--- src/rtl/seven_segment_capture.sv ---
// Captures one 4-digit frame from a multiplexed, active-low seven-segment display bus.
// Each digit must stay stable for STABLE_CYCLES samples before it is decoded into its nibble slot.
module seven_segment_capture #(
    parameter int STABLE_CYCLES  = 2,
    parameter int TIMEOUT_CYCLES = 1024
) (
    input  logic        clock,
    input  logic        reset,
    input  logic [6:0]  segment,
    input  logic [3:0]  digit_sel,
    input  logic        capture,
    output logic [15:0] value,
    output logic        valid,
    output logic        error,
    output logic        busy,
    output logic [1:0]  dbg_state_o
);

    typedef enum logic [1:0] {
        IDLE = 2'd0,
        SCAN = 2'd1,
        DONE = 2'd2
    } state_t;

    state_t      state_q, state_d;
    logic [10:0] prev_q, prev_d;
    logic [3:0]  run_q, run_d;
    logic [15:0] tmo_q, tmo_d;
    logic [3:0]  seen_q, seen_d;
    logic [15:0] store_q, store_d;
    logic        sticky_q, sticky_d;
    logic [15:0] value_q, value_d;
    logic        valid_q, valid_d;
    logic        error_q, error_d;

    logic        onehot;
    logic        accept;
    logic        timeout_hit;
    logic [4:0]  dec;

    // Returns {recognised, nibble}; unknown patterns (blank included) decode as not recognised.
    function automatic logic [4:0] decode(input logic [6:0] seg);
        case (seg)
            7'h40:   decode = {1'b1, 4'h0};
            7'h79:   decode = {1'b1, 4'h1};
            7'h24:   decode = {1'b1, 4'h2};
            7'h30:   decode = {1'b1, 4'h3};
            7'h19:   decode = {1'b1, 4'h4};
            7'h12:   decode = {1'b1, 4'h5};
            7'h02:   decode = {1'b1, 4'h6};
            7'h78:   decode = {1'b1, 4'h7};
            7'h00:   decode = {1'b1, 4'h8};
            7'h10:   decode = {1'b1, 4'h9};
            7'h08:   decode = {1'b1, 4'hA};
            7'h03:   decode = {1'b1, 4'hB};
            7'h46:   decode = {1'b1, 4'hC};
            7'h21:   decode = {1'b1, 4'hD};
            7'h06:   decode = {1'b1, 4'hE};
            7'h0E:   decode = {1'b1, 4'hF};
            default: decode = 5'b0_0000;
        endcase
    endfunction

    // run_d counts the current sample too, so a value seen for N cycles has run_d == N.
    always_comb begin
        prev_d = {digit_sel, segment};
        run_d  = 4'd1;
        if ({digit_sel, segment} == prev_q) begin
            run_d = (run_q == 4'd15) ? run_q : run_q + 4'd1;
        end
    end

    always_comb begin
        onehot      = (digit_sel != 4'd0) && ((digit_sel & (digit_sel - 4'd1)) == 4'd0);
        accept      = (state_q == SCAN) && onehot && (run_d >= 4'(STABLE_CYCLES));
        timeout_hit = (tmo_q == 16'(TIMEOUT_CYCLES - 1));
        dec         = decode(segment);
    end

    always_comb begin
        state_d  = state_q;
        tmo_d    = tmo_q;
        seen_d   = seen_q;
        store_d  = store_q;
        sticky_d = sticky_q;
        value_d  = value_q;
        error_d  = error_q;
        valid_d  = 1'b0;

        case (state_q)
            IDLE: begin
                if (capture) begin
                    state_d  = SCAN;
                    tmo_d    = 16'd0;
                    seen_d   = 4'd0;
                    store_d  = 16'd0;
                    sticky_d = 1'b0;
                end
            end
            SCAN: begin
                tmo_d = tmo_q + 16'd1;
                if (accept) begin
                    for (int i = 0; i < 4; i++) begin
                        if (digit_sel[i]) begin
                            store_d[4*i +: 4] = dec[4] ? dec[3:0] : 4'h0;
                            seen_d[i]         = 1'b1;
                        end
                    end
                    if (!dec[4]) begin
                        sticky_d = 1'b1;
                    end
                end
                // A frame that completes on the timeout cycle still counts as complete.
                if (seen_q == 4'hF) begin
                    state_d = DONE;
                    valid_d = 1'b1;
                    value_d = store_d;
                    error_d = sticky_d;
                end else if (timeout_hit) begin
                    state_d = DONE;
                    valid_d = 1'b1;
                    value_d = store_d;
                    error_d = sticky_d | (seen_d != 4'hF);
                end
            end
            DONE: begin
                state_d = IDLE;
            end
            default: begin
                state_d = IDLE;
            end
        endcase
    end

    always_ff @(posedge clock) begin
        if (reset) begin
            state_q  <= IDLE;
            prev_q   <= 11'd0;
            run_q    <= 4'd0;
            tmo_q    <= 16'd0;
            seen_q   <= 4'd0;
            store_q  <= 16'd0;
            sticky_q <= 1'b0;
            value_q  <= 16'd0;
            valid_q  <= 1'b0;
            error_q  <= 1'b0;
        end else begin
            state_q  <= state_d;
            prev_q   <= prev_d;
            run_q    <= run_d;
            tmo_q    <= tmo_d;
            seen_q   <= seen_d;
            store_q  <= store_d;
            sticky_q <= sticky_d;
            value_q  <= value_d;
            valid_q  <= valid_d;
            error_q  <= error_d;
        end
    end

    assign value       = value_q;
    assign valid       = valid_q;
    assign error       = error_q;
    assign busy        = (state_q == SCAN);
    assign dbg_state_o = state_q;

endmodule

--- config.mk ---
export PLATFORM = sky130hd
export DESIGN_NAME = seven_segment_capture
export DESIGN_NICKNAME = d
export VERILOG_FILES = /design/src/rtl/seven_segment_capture.sv
export SDC_FILE = /design/constraint.sdc
export NUM_CORES = 1
export LEC_CHECK = 0
export CAP_MARGIN = 10
export CORE_ASPECT_RATIO = 0.6
export CORE_MARGIN = 10
export CORE_UTILIZATION = 40
export CTS_CLUSTER_SIZE = 20
export DETAILED_ROUTE_END_ITERATION = 10
export GPL_TIMING_DRIVEN = 0
export PLACE_DENSITY = 0.68
export SYNTH_ARGS = -nofsm -noshare
export SYNTH_HDL_FRONTEND = slang
export SYNTH_SLANG_ARGS = --single-unit
--- constraint.sdc ---
create_clock -name clock -period 3.1 [get_ports clock]
set_clock_uncertainty 0.1 [all_clocks]
set_input_delay 0.62 -clock clock [delete_from_list [all_inputs] [get_ports clock]]
set_output_delay 0.62 -clock clock [all_outputs]
set_load 0.01 [all_outputs]
==> metrics.yaml, run 1 <==
finish:
  area_growth_pct: 21.0
  final_cell_area_um2: 4210
  layout_commonest_cell: "dfxtp_1"
  final_cell_mix: "dfxtp_1, nand2_1, a21oi_1, clkdlybuf4s50_1, nor2_1"
  fin_nets: 471
  drive_gt1_frac: 0.0852
  num-fill-cells: 806
  num_antenna_cells: 0
  post-route-util: 0.496
  multi_input_area_um2: 1890
  seq_area_um2: 1440
synthesis:
  syn_area_um2: 3480
  yosys_warnings: 0
  avgSynthCellArea_um2: 8.37
  ys_types: 61
  synth_edf_count: 0
  ys_async_sr_fraction: 0
  synth_ff_type: "dfxtp_1"
  synth-seq-area-share: 0.414
  synth_fp_nets: 432
  synth_cells: 416
  ys_ff_latch: 72
min_path:
  min_delay_worst_endpoint: "value[7]"
  min_from: "value[7]"
  worstHoldPathCells: 2
  hold_path.class: "reg -> reg"
floorplan:
  fp.dieArea_um2: 13000
  row_count: 26
  die_x_um: 140
  core_area_um2: 8490
  ios: 35
  die_height_um: 92.3
  initial_core_util: 0.410
job:
  cap_violations: 0
pwr:
  ir_drop_mv: 0.301
  p_leak_nw: 1.47
  power.density_nw_per_um2: 503
status:
  status: "finished, final reports clean"
setup_path:
  critPathLaunchType: "input port"
  timing.rr.end: "value[5]"
  required_ps: 3250
  r2r_cells: 8
  r2r-start: "run_q[0]"
  crit_arrival_ps: 3220
  endpoint_kind: "register"
  rrSetupSlack_ps: 400
  worstSetupPathType: "in -> reg"
  cp_max_fo: 10
global_routing:
  antenna_found_initial: 0
  grt_use_total: 0.148
  grt_first_pass_wirelength_um: 15800
  grt_start_max_net_pins: 12
  overflow: 0
  first_global_vias: 3023
detailed_routing:
  antenna_left: 0
  first_pass_iters: 7
  vias_per_cell: 5.75
  routedWlPerCell_um: 17.0
  drt-initial-drc-count: 319
  routed_wirelength_um: 9680
  drc: 0
  dr_total_vias: 3276
clock_network:
  cts.sinks: 72
  clk_latency_ps: 330
  cts_buffer_depth: 2
  clk_pin_slew_worst_paths_ps: 50
  cts_tree: "yes"
  ctsHoldBuffers: 0
  cts_made_buffers: 9
  root_buffer: "clkbuf_16"
  htree_levels: 3
sta:
  setup_ws_ps: 28.6
  rsz0062_at_grt: "yes"
  setup_viol: 0
  fmax_mhz: 326
  drv_slew: 0
  finalHoldViolations: 0
  final.period_utilization: 0.991
  worst_pin_slew_ps: 687
  relSlewSlack: 0.538
  period_minus_slack_ps: 3070
  tns_ps: 0
place:
  pre_cts_ws_ps: -436
  hpwl_um: 6940
  gp_congestion: 0.938
  io_buffers: 29
  place_area_um2: 3910
cells in the mapped netlist (all sizes together) (4+ instances only):
cell | n | share of area
dfxtp | 72 | 0.41
nand2 | 46 | 0.050
a21oi | 39 | 0.056
nor2 | 30 | 0.034
clkbuf | 20 | 0.022
o21ai | 18 | 0.026
nand3 | 13 | 0.020
xor2 | 13 | 0.033
inv | 12 | 0.013
nor2b | 12 | 0.022
nor3 | 12 | 0.017
mux2i | 9 | 0.026
a31oi | 8 | 0.014
buf | 8 | 0.013
o2bb2ai | 8 | 0.020
o32ai | 8 | 0.020
nand4 | 7 | 0.013
nor4 | 7 | 0.013
and3 | 6 | 0.011
o211ai | 6 | 0.014
a2111oi | 4 | 0.015
a211o | 4 | 0.010
and2 | 4 | 0.0079
nand3b | 4 | 0.0086
or4 | 4 | 0.0097
flip-flops by register name, indices dropped and copies added, names as in the netlist:
register and flops:
sticky_q 1, run_q 4, store_q 16, seen_q 4, error 1, dbg_state_o 2
value 16, tmo_q 16, prev_q 11, valid 1
metal layers:
layer | vias up | global-route usage | part of all wire
met5 | - | 0 | 0
met4 | 0 | 0.0308 | 0.0045
met3 | 6 | 0.0757 | 0.11
met2 | 139 | 0.195 | 0.39
met1 | 1534 | 0.208 | 0.49
li1 | 1597 | - | -
kinds of logic (layout without fill, tap and decap cells):
kind of cell / Yosys count / count (layout) / synth area share
AO/OA/AOI/OAI: 113 / 113 / 0.218
XOR/XNOR: 14 / 14 / 0.0352
adder cells (fa/ha/maj): 2 / 2 / 0.00719
buffers and inverters: 41 / 83 / 0.0485
flip-flops: 72 / 72 / 0.414
multiplexers: 11 / 11 / 0.0323
AND/OR/NAND/NOR: 163 / 163 / 0.245
layout make-up:
cell class,instances,area share
Inverter,13,0.0116
Tap cell,112,0.0333
Timing Repair Buffer,29,0.0689
Buffer,27,0.0285
Multi-Input combinational cell,303,0.448
Clock inverter,3,0.0104
Sequential cell,72,0.342
Clock buffer,11,0.0576
power by group:
part | total (W) | switching, W | internal [W]
registers | 0.000943 | 0.00000615 | 0.000936
clock network | 0.00101 | 0.000377 | 0.000636
logic | 0.000165 | 0.000110 | 0.0000548
stage by stage:
step / std cells / hold WS [ps] / power [W]
3_3_place_gp: 557 / 343 / 0.00112
3_5_place_dp: 557 / 349 / 0.00112
5_1_grt: 570 / 374 / 0.00219
6_report: 570 / 355 / 0.00212
4_1_cts: 571 / 356 / 0.00213
2_1_floorplan: 416 / 332 / 0.00106
worst max path at each step:
stage	startpoint	end
2_1_floorplan	segment[6]	error
3_5_place_dp	digit_sel[3]	error
5_1_grt	digit_sel[3]	value[5]
6_report	digit_sel[3]	value[5]
4_1_cts	digit_sel[3]	error
3_3_place_gp	digit_sel[3]	error
worst max-delay path, stage by stage:
cell             delay, ps
clkdlybuf4s50_1        550
xor2_1                 210
nor4_2                 370
nand3_1                400
nor3_1                 700
o211ai_1               190
a21oi_1                170
timing repair:
item                                    CTS  global route
setup buffers                             0             0
cloned                                    0             0
pin swaps                                 0             0
gates resized for setup                   4             1
endpoints found under the setup margin    8            17
Power figures use the tool's default switching activity.
==> run 2, diff against run 1 <==
- RECOVER_POWER: not set -> 50
==> run 2 against run 1 <==
  * Setup slack lost 17 ps
  * Via count is the same
  * Design area is the same
  * Largest cell class unchanged
==> metrics.yaml, run 2 (synthesized netlist as in run 1, its figures left out) <==
setup_path:
  r2r_cells: 8  # unchanged
  worst-path-buf-inv: 1  # unchanged
  cp_cell_sequence: "clkdlybuf4s50_1, xor2_1, nor4_2, nand3_1, nor3_1, o211ai_1, a21oi_1"
  cp_top_family: "simple AND/OR/NAND/NOR gates"
  endpoint_kind: "register"
  crit_arrival_ps: 3240  # +20 ps
  cp_slowest_cell: "nor3_1"
  worstSetupPathType: "in -> reg"
  required_ps: 3250  # about the same
  critPathLaunchType: "input port"
  cp_max_fo: 10  # unchanged
  path_depth: 7  # unchanged
  slowest_delay_ps: 710  # about the same
sta:
  final.period_utilization: 0.996  # +0.00553
  setup_viol: 0  # unchanged
  setup_ws_ps: 11.4  # -17.2 ps
  worst_pin_slew_ps: 700  # +12.7 ps
  finalHoldViolations: 0  # unchanged
  holdWs_ps: 351  # -3.18 ps
  drv_slew: 0  # unchanged
  rsz0062_at_grt: "yes"
  period_minus_slack_ps: 3090  # +17.2 ps
  fmax_mhz: 324  # -0.56%
  relSlewSlack: 0.530  # -0.00850
pwr:
  power.density_nw_per_um2: 502  # -0.13%
  ir_drop_mv: 0.300  # about the same
  p_switching_w: 0.000491  # -0.28%
  seqPwrFrac: 0.445  # about the same
  swShare: 0.232  # -0.000351
  p_leak_nw: 1.53  # +4.3%
  comb_power_share: 0.077  # about the same
  clkPwrFrac: 0.478  # about the same
  intPower_w: 0.00163  # about the same
finish:
  num-fill-cells: 806  # unchanged
  area_growth_pct: 21.0  # unchanged
  fin_nets: 471  # unchanged
  final_cell_area_um2: 4210  # unchanged
  final_cell_mix: "dfxtp_1, nand2_1, a21oi_1, nor2_1, dlygate4sd3_1"
  layout_commonest_cell: "dfxtp_1"
  drive_gt1_frac: 0.0852  # unchanged
  num_antenna_cells: 0  # unchanged
min_path:
  hold_path.class: "reg -> reg"
  worstHoldPathCells: 2  # unchanged
detailed_routing:
  drc: 0  # unchanged
  routed_wirelength_um: 9660  # -0.23%
  dr_total_vias: 3276  # unchanged
  drt-initial-drc-count: 319  # unchanged
  vias_per_cell: 5.75  # unchanged
  antenna_left: 0  # unchanged
  first_pass_iters: 5  # -2
  routedWlPerCell_um: 16.9  # -0.23%
global_routing:
  grt_use_total: 0.148  # unchanged
  overflow: 0  # unchanged
  antenna_found_initial: 0  # unchanged
  grt_start_max_net_pins: 12  # unchanged
  grt_first_pass_wirelength_um: 15800  # unchanged
  first_global_vias: 3023  # unchanged
clock_network:
  clk_latency_ps: 330  # about the same
  htree_levels: 3  # unchanged
  cts.sinks: 72  # unchanged
  cts_buffer_depth: 2  # unchanged
  clk_pin_slew_worst_paths_ps: 50  # about the same
  cts_made_buffers: 9  # unchanged
  root_buffer: "clkbuf_16"
  cts_tree: "yes"
floorplan:
  die_height_um: 92.3  # unchanged
  initial_core_util: 0.410  # unchanged
  die_x_um: 140  # unchanged
  row_count: 26  # unchanged
  core_area_um2: 8490  # unchanged
  fp.dieArea_um2: 13000  # unchanged
  ios: 35  # unchanged
job:
  cap_violations: 0  # unchanged
place:
  gp_congestion: 0.938  # unchanged
  pre_cts_ws_ps: -436  # unchanged
  io_buffers: 29  # unchanged
  place_area_um2: 3910  # unchanged
  hpwl_um: 6940  # unchanged
status:
  status: "finished, final reports clean"
run 2: cell count changes in the layout (fill, tap and decap cells not counted):
cell             change
dlygate4sd3_1       +22
clkdlybuf4s50_1     -22
run 2: path summary, 6_finish.rpt:
kind | startpoint | to | slack, ps
max reg2reg | run_q[0] | value[5] | 390
min reg2reg | value[7] | value[7] | 350
min | value[7] | value[7] | 350
max | digit_sel[3] | value[5] | 10
run 2: power by group through the flow:
stage / clock network, W / logic [W] / registers [W]
finish: 0.00101 / 0.000163 / 0.000943
global route: 0.00107 / 0.000178 / 0.000944
CTS: 0.00103 / 0.000161 / 0.000942
detailed placement: 0 / 0.000158 / 0.000962
global placement: 0 / 0.000156 / 0.000962
floorplan: 0 / 0.000101 / 0.000962
run 2: metal layers:
layer  global-route usage  share of wire  routed length (um)  vias to the layer above
met3               0.0757           0.11                1040                        6
li1                     -              -                   -                     1597
met4               0.0308         0.0046                  44                        0
met5                    0              0                   0                        -
met1                0.208           0.49                4760                     1535
met2                0.195           0.39                3810                      138
run 2: final cells by class:
| cell class | instances | area, um2 | share of cell area |
|---|---|---|---|
| flip-flops and latches | 72 | 1440 | 0.342 |
| inverters | 13 | 48.8 | 0.0116 |
| plain buffers | 27 | 120 | 0.0285 |
| multi-input cells | 303 | 1890 | 0.448 |
| repair buffers | 29 | 290 | 0.0689 |
| well taps | 112 | 140 | 0.0333 |
| clock buffers | 11 | 243 | 0.0576 |
| clock inverters | 3 | 43.8 | 0.0104 |
run 2: tightest hold or removal path, stage by stage, from the launching register on:
cell,delay [ps]
dfxtp_1,310
nand2_1,50
a21oi_1,50
run 2: what timing repair did:
action | 4_1_cts | 5_1_grt
hold buffers | 0 | 0
buffers inserted | 0 | 0
hold endpoints to repair | 0 | 0
gates resized for setup | 4 | 1
endpoints found under the setup margin | 8 | 17
run 2: metrics by stage:
step,utilization,TNS [ps],power [W],std cells
global route,0.496,-446,0.00219,570
finish,0.496,0,0.00212,570
floorplan,-,0,0.00106,416
CTS,0.496,0,0.00213,571
detailed placement,0.461,-8040,0.00112,557
global placement,0.461,-8290,0.00112,557
==> run 3, diff against run 2 <==
- CORE_MARGIN: 10 -> not set
==> run 3 against run 2 <==
  * Global-route usage rose by 8.2 points
  * Design area rose by 0.83%
  * Fmax rose by 3.0%
  * Final cell count fell by 0.18%
  * Utilization rose by 2.4 points
==> metrics.yaml, run 3 (synthesized netlist as in run 1, its figures left out) <==
status:
  status: "finished, final reports clean"
finish:
  multi_input_area_um2: 1890  # +0.33%
  drive_gt1_frac: 0.0889  # +0.00378
  post-route-util: 0.520  # +0.0241
  fin_nets: 472  # +0.21%
  num-fill-cells: 793  # -1.6%
  final_cell_mix: "dfxtp_1, nand2_1, a21oi_1, nor2_1, dlygate4sd3_1"
  final_cell_area_um2: 4250  # +0.83%
  area_growth_pct: 22.0
  stdcell_count: 569  # -0.18%
  num_antenna_cells: 0  # unchanged
  layout_commonest_cell: "dfxtp_1"
  seq_area_um2: 1440  # unchanged
clock_network:
  clk_pin_slew_worst_paths_ps: 60  # about the same
  root_buffer: "clkbuf_16"
  cts_buffer_depth: 2  # unchanged
  cts_tree: "yes"
  htree_levels: 3  # unchanged
  post_cts_buffers: 0  # unchanged
  cts.sinks: 72  # unchanged
  cts_made_buffers: 9  # unchanged
  clk_latency_ps: 340  # about the same
pwr:
  power.density_nw_per_um2: 523  # +4.0%
  seqPwrFrac: 0.425  # -0.020
  ir_drop_mv: 0.278  # -7.5%
  p_switching_w: 0.000505  # +2.7%
  p_leak_nw: 1.55  # +1.6%
  swShare: 0.227  # -0.00477
  clkPwrFrac: 0.502  # +0.024
  intPower_w: 0.00172  # +5.5%
  comb_power_share: 0.073  # -0.004
sta:
  period_minus_slack_ps: 3000  # -89.0 ps
  rsz0062_at_grt: "no"
  setup_viol: 0  # unchanged
  fmax_mhz: 333  # +3.0%
  finalHoldViolations: 0  # unchanged
  setup_ws_ps: 100  # +89.0 ps
  final.period_utilization: 0.968  # -0.0287
  holdWs_ps: 346  # -5.27 ps
  worst_pin_slew_ps: 631  # -69.1 ps
  relSlewSlack: 0.579  # +0.0497
  drv_slew: 0  # unchanged
detailed_routing:
  dr_total_vias: 3308  # +0.98%
  vias_per_cell: 5.81  # +1.2%
  drt-initial-drc-count: 243  # -24%
  routedWlPerCell_um: 17.0  # +0.49%
  dr_wl_met2_um: 3860  # +1.4%
  top_layer_used: "met4"
  antenna_left: 0  # unchanged
  routed_wirelength_um: 9690  # +0.31%
  first_pass_iters: 4  # -1
  dr_wl_met3_um: 819  # -21%
  drc: 0  # unchanged
  wl_met1_um: 4910  # +3.1%
setup_path:
  required_ps: 3210  # -40 ps
  worstSetupPathType: "in -> reg"
  rrSetupSlack_ps: 370  # -20 ps
  cp_max_fo: 10  # unchanged
  crit_arrival_ps: 3110  # -130 ps
  endpoint_kind: "register"
  cp_cell_sequence: "clkdlybuf4s50_1, xor2_1, nor4_2, and3_1, clkbuf_2, clkbuf_4, nand3_1, a211oi_1, a31oi_1"
  critPathLaunchType: "input port"
  slowest_delay_ps: 560  # -150 ps
  cp_slowest_cell: "clkdlybuf4s50_1"
global_routing:
  grt_use_total: 0.231  # +0.0821
  antenna_found_initial: 0  # unchanged
  overflow: 0  # unchanged
  first_global_vias: 3052  # +0.96%
  grt_start_max_net_pins: 12  # unchanged
  grt_first_pass_wirelength_um: 15600  # -1.3%
place:
  gp_congestion: 0.917  # -2.3%
  placed_cells: 553  # -0.72%
  pre_cts_ws_ps: -405  # +31.5 ps
  hpwl_um: 6820  # -1.8%
  place_area_um2: 3910  # -0.13%
  io_buffers: 29  # unchanged
floorplan:
  die_x_um: 122  # -13%
  core_area_um2: 8160  # -3.8%
  die_height_um: 74.3  # -20%
  row_count: 25  # -3.8%
  ios: 35  # unchanged
  fp.dieArea_um2: 9090  # -30%
  initial_core_util: 0.427  # +0.0164
job:
  cap_violations: 0  # unchanged
min_path:
  hold_path.class: "reg -> reg"
run 3: cell count changes in the layout (fill, tap and decap cells not counted), sizes merged:
cell,previous run,this run
clkbuf,30,34
clkdlybuf4s50,7,5
dlygate4sd3,22,24
buf,8,7
bufinv,1,2
clkinv,3,2
run 3: final cells by class:
class / instances / area share
clock buffer: 13 / 0.0589
sequential: 72 / 0.339
inverter: 13 / 0.0115
multi-input combinational: 303 / 0.446
buffer: 28 / 0.0294
timing repair buffer: 29 / 0.0683
tap: 108 / 0.0318
clock inverter: 3 / 0.0153
run 3: worst max-delay path: cells and delay by family:
family,cells,cell delay (ps)
buffers and inverters,3,1010
XOR/XNOR,1,220
AO/OA/AOI/OAI,2,500
AND/OR/NAND/NOR,3,750
run 3: final timing paths:
| kind | start | end | depth (start not counted) |
|---|---|---|---|
| worst max-delay path | digit_sel[3] | error | 9 |
| worst min-delay path | value[3] | value[3] | 2 |
| worst max register to register | run_q[0] | store_q[10] | 7 |
| worst min register to register | value[3] | value[3] | 2 |
run 3: routing by layer:
layer,track usage,vias up
met4,0.0840,0
li1,-,1596
met1,0.333,1574
met3,0.0698,9
met2,0.321,129
met5,0,-
run 3: metrics by stage:
| step | total power, W | TNS [ps] |
|---|---|---|
| finish | 0.00222 | 0 |
| global route | 0.00229 | 0 |
| CTS | 0.00223 | 0 |
| detailed placement | 0.00112 | -7130 |
| global placement | 0.00112 | -5190 |
| floorplan | 0.00106 | 0 |
run 3: power groups by stage:
stage	sequential, W	combinational (W)	clock (W)
after floorplan	0.000962	0.000101	0
after global placement	0.000962	0.000156	0
after detailed placement	0.000963	0.000159	0
after CTS	0.000943	0.000162	0.00112
after global routing	0.000944	0.000179	0.00117
final	0.000943	0.000163	0.00111
run 3: what timing repair did:
action,CTS,global route
setup endpoints to repair,4,6
cloned,0,0
hold buffers,0,0
resized for setup,4,3
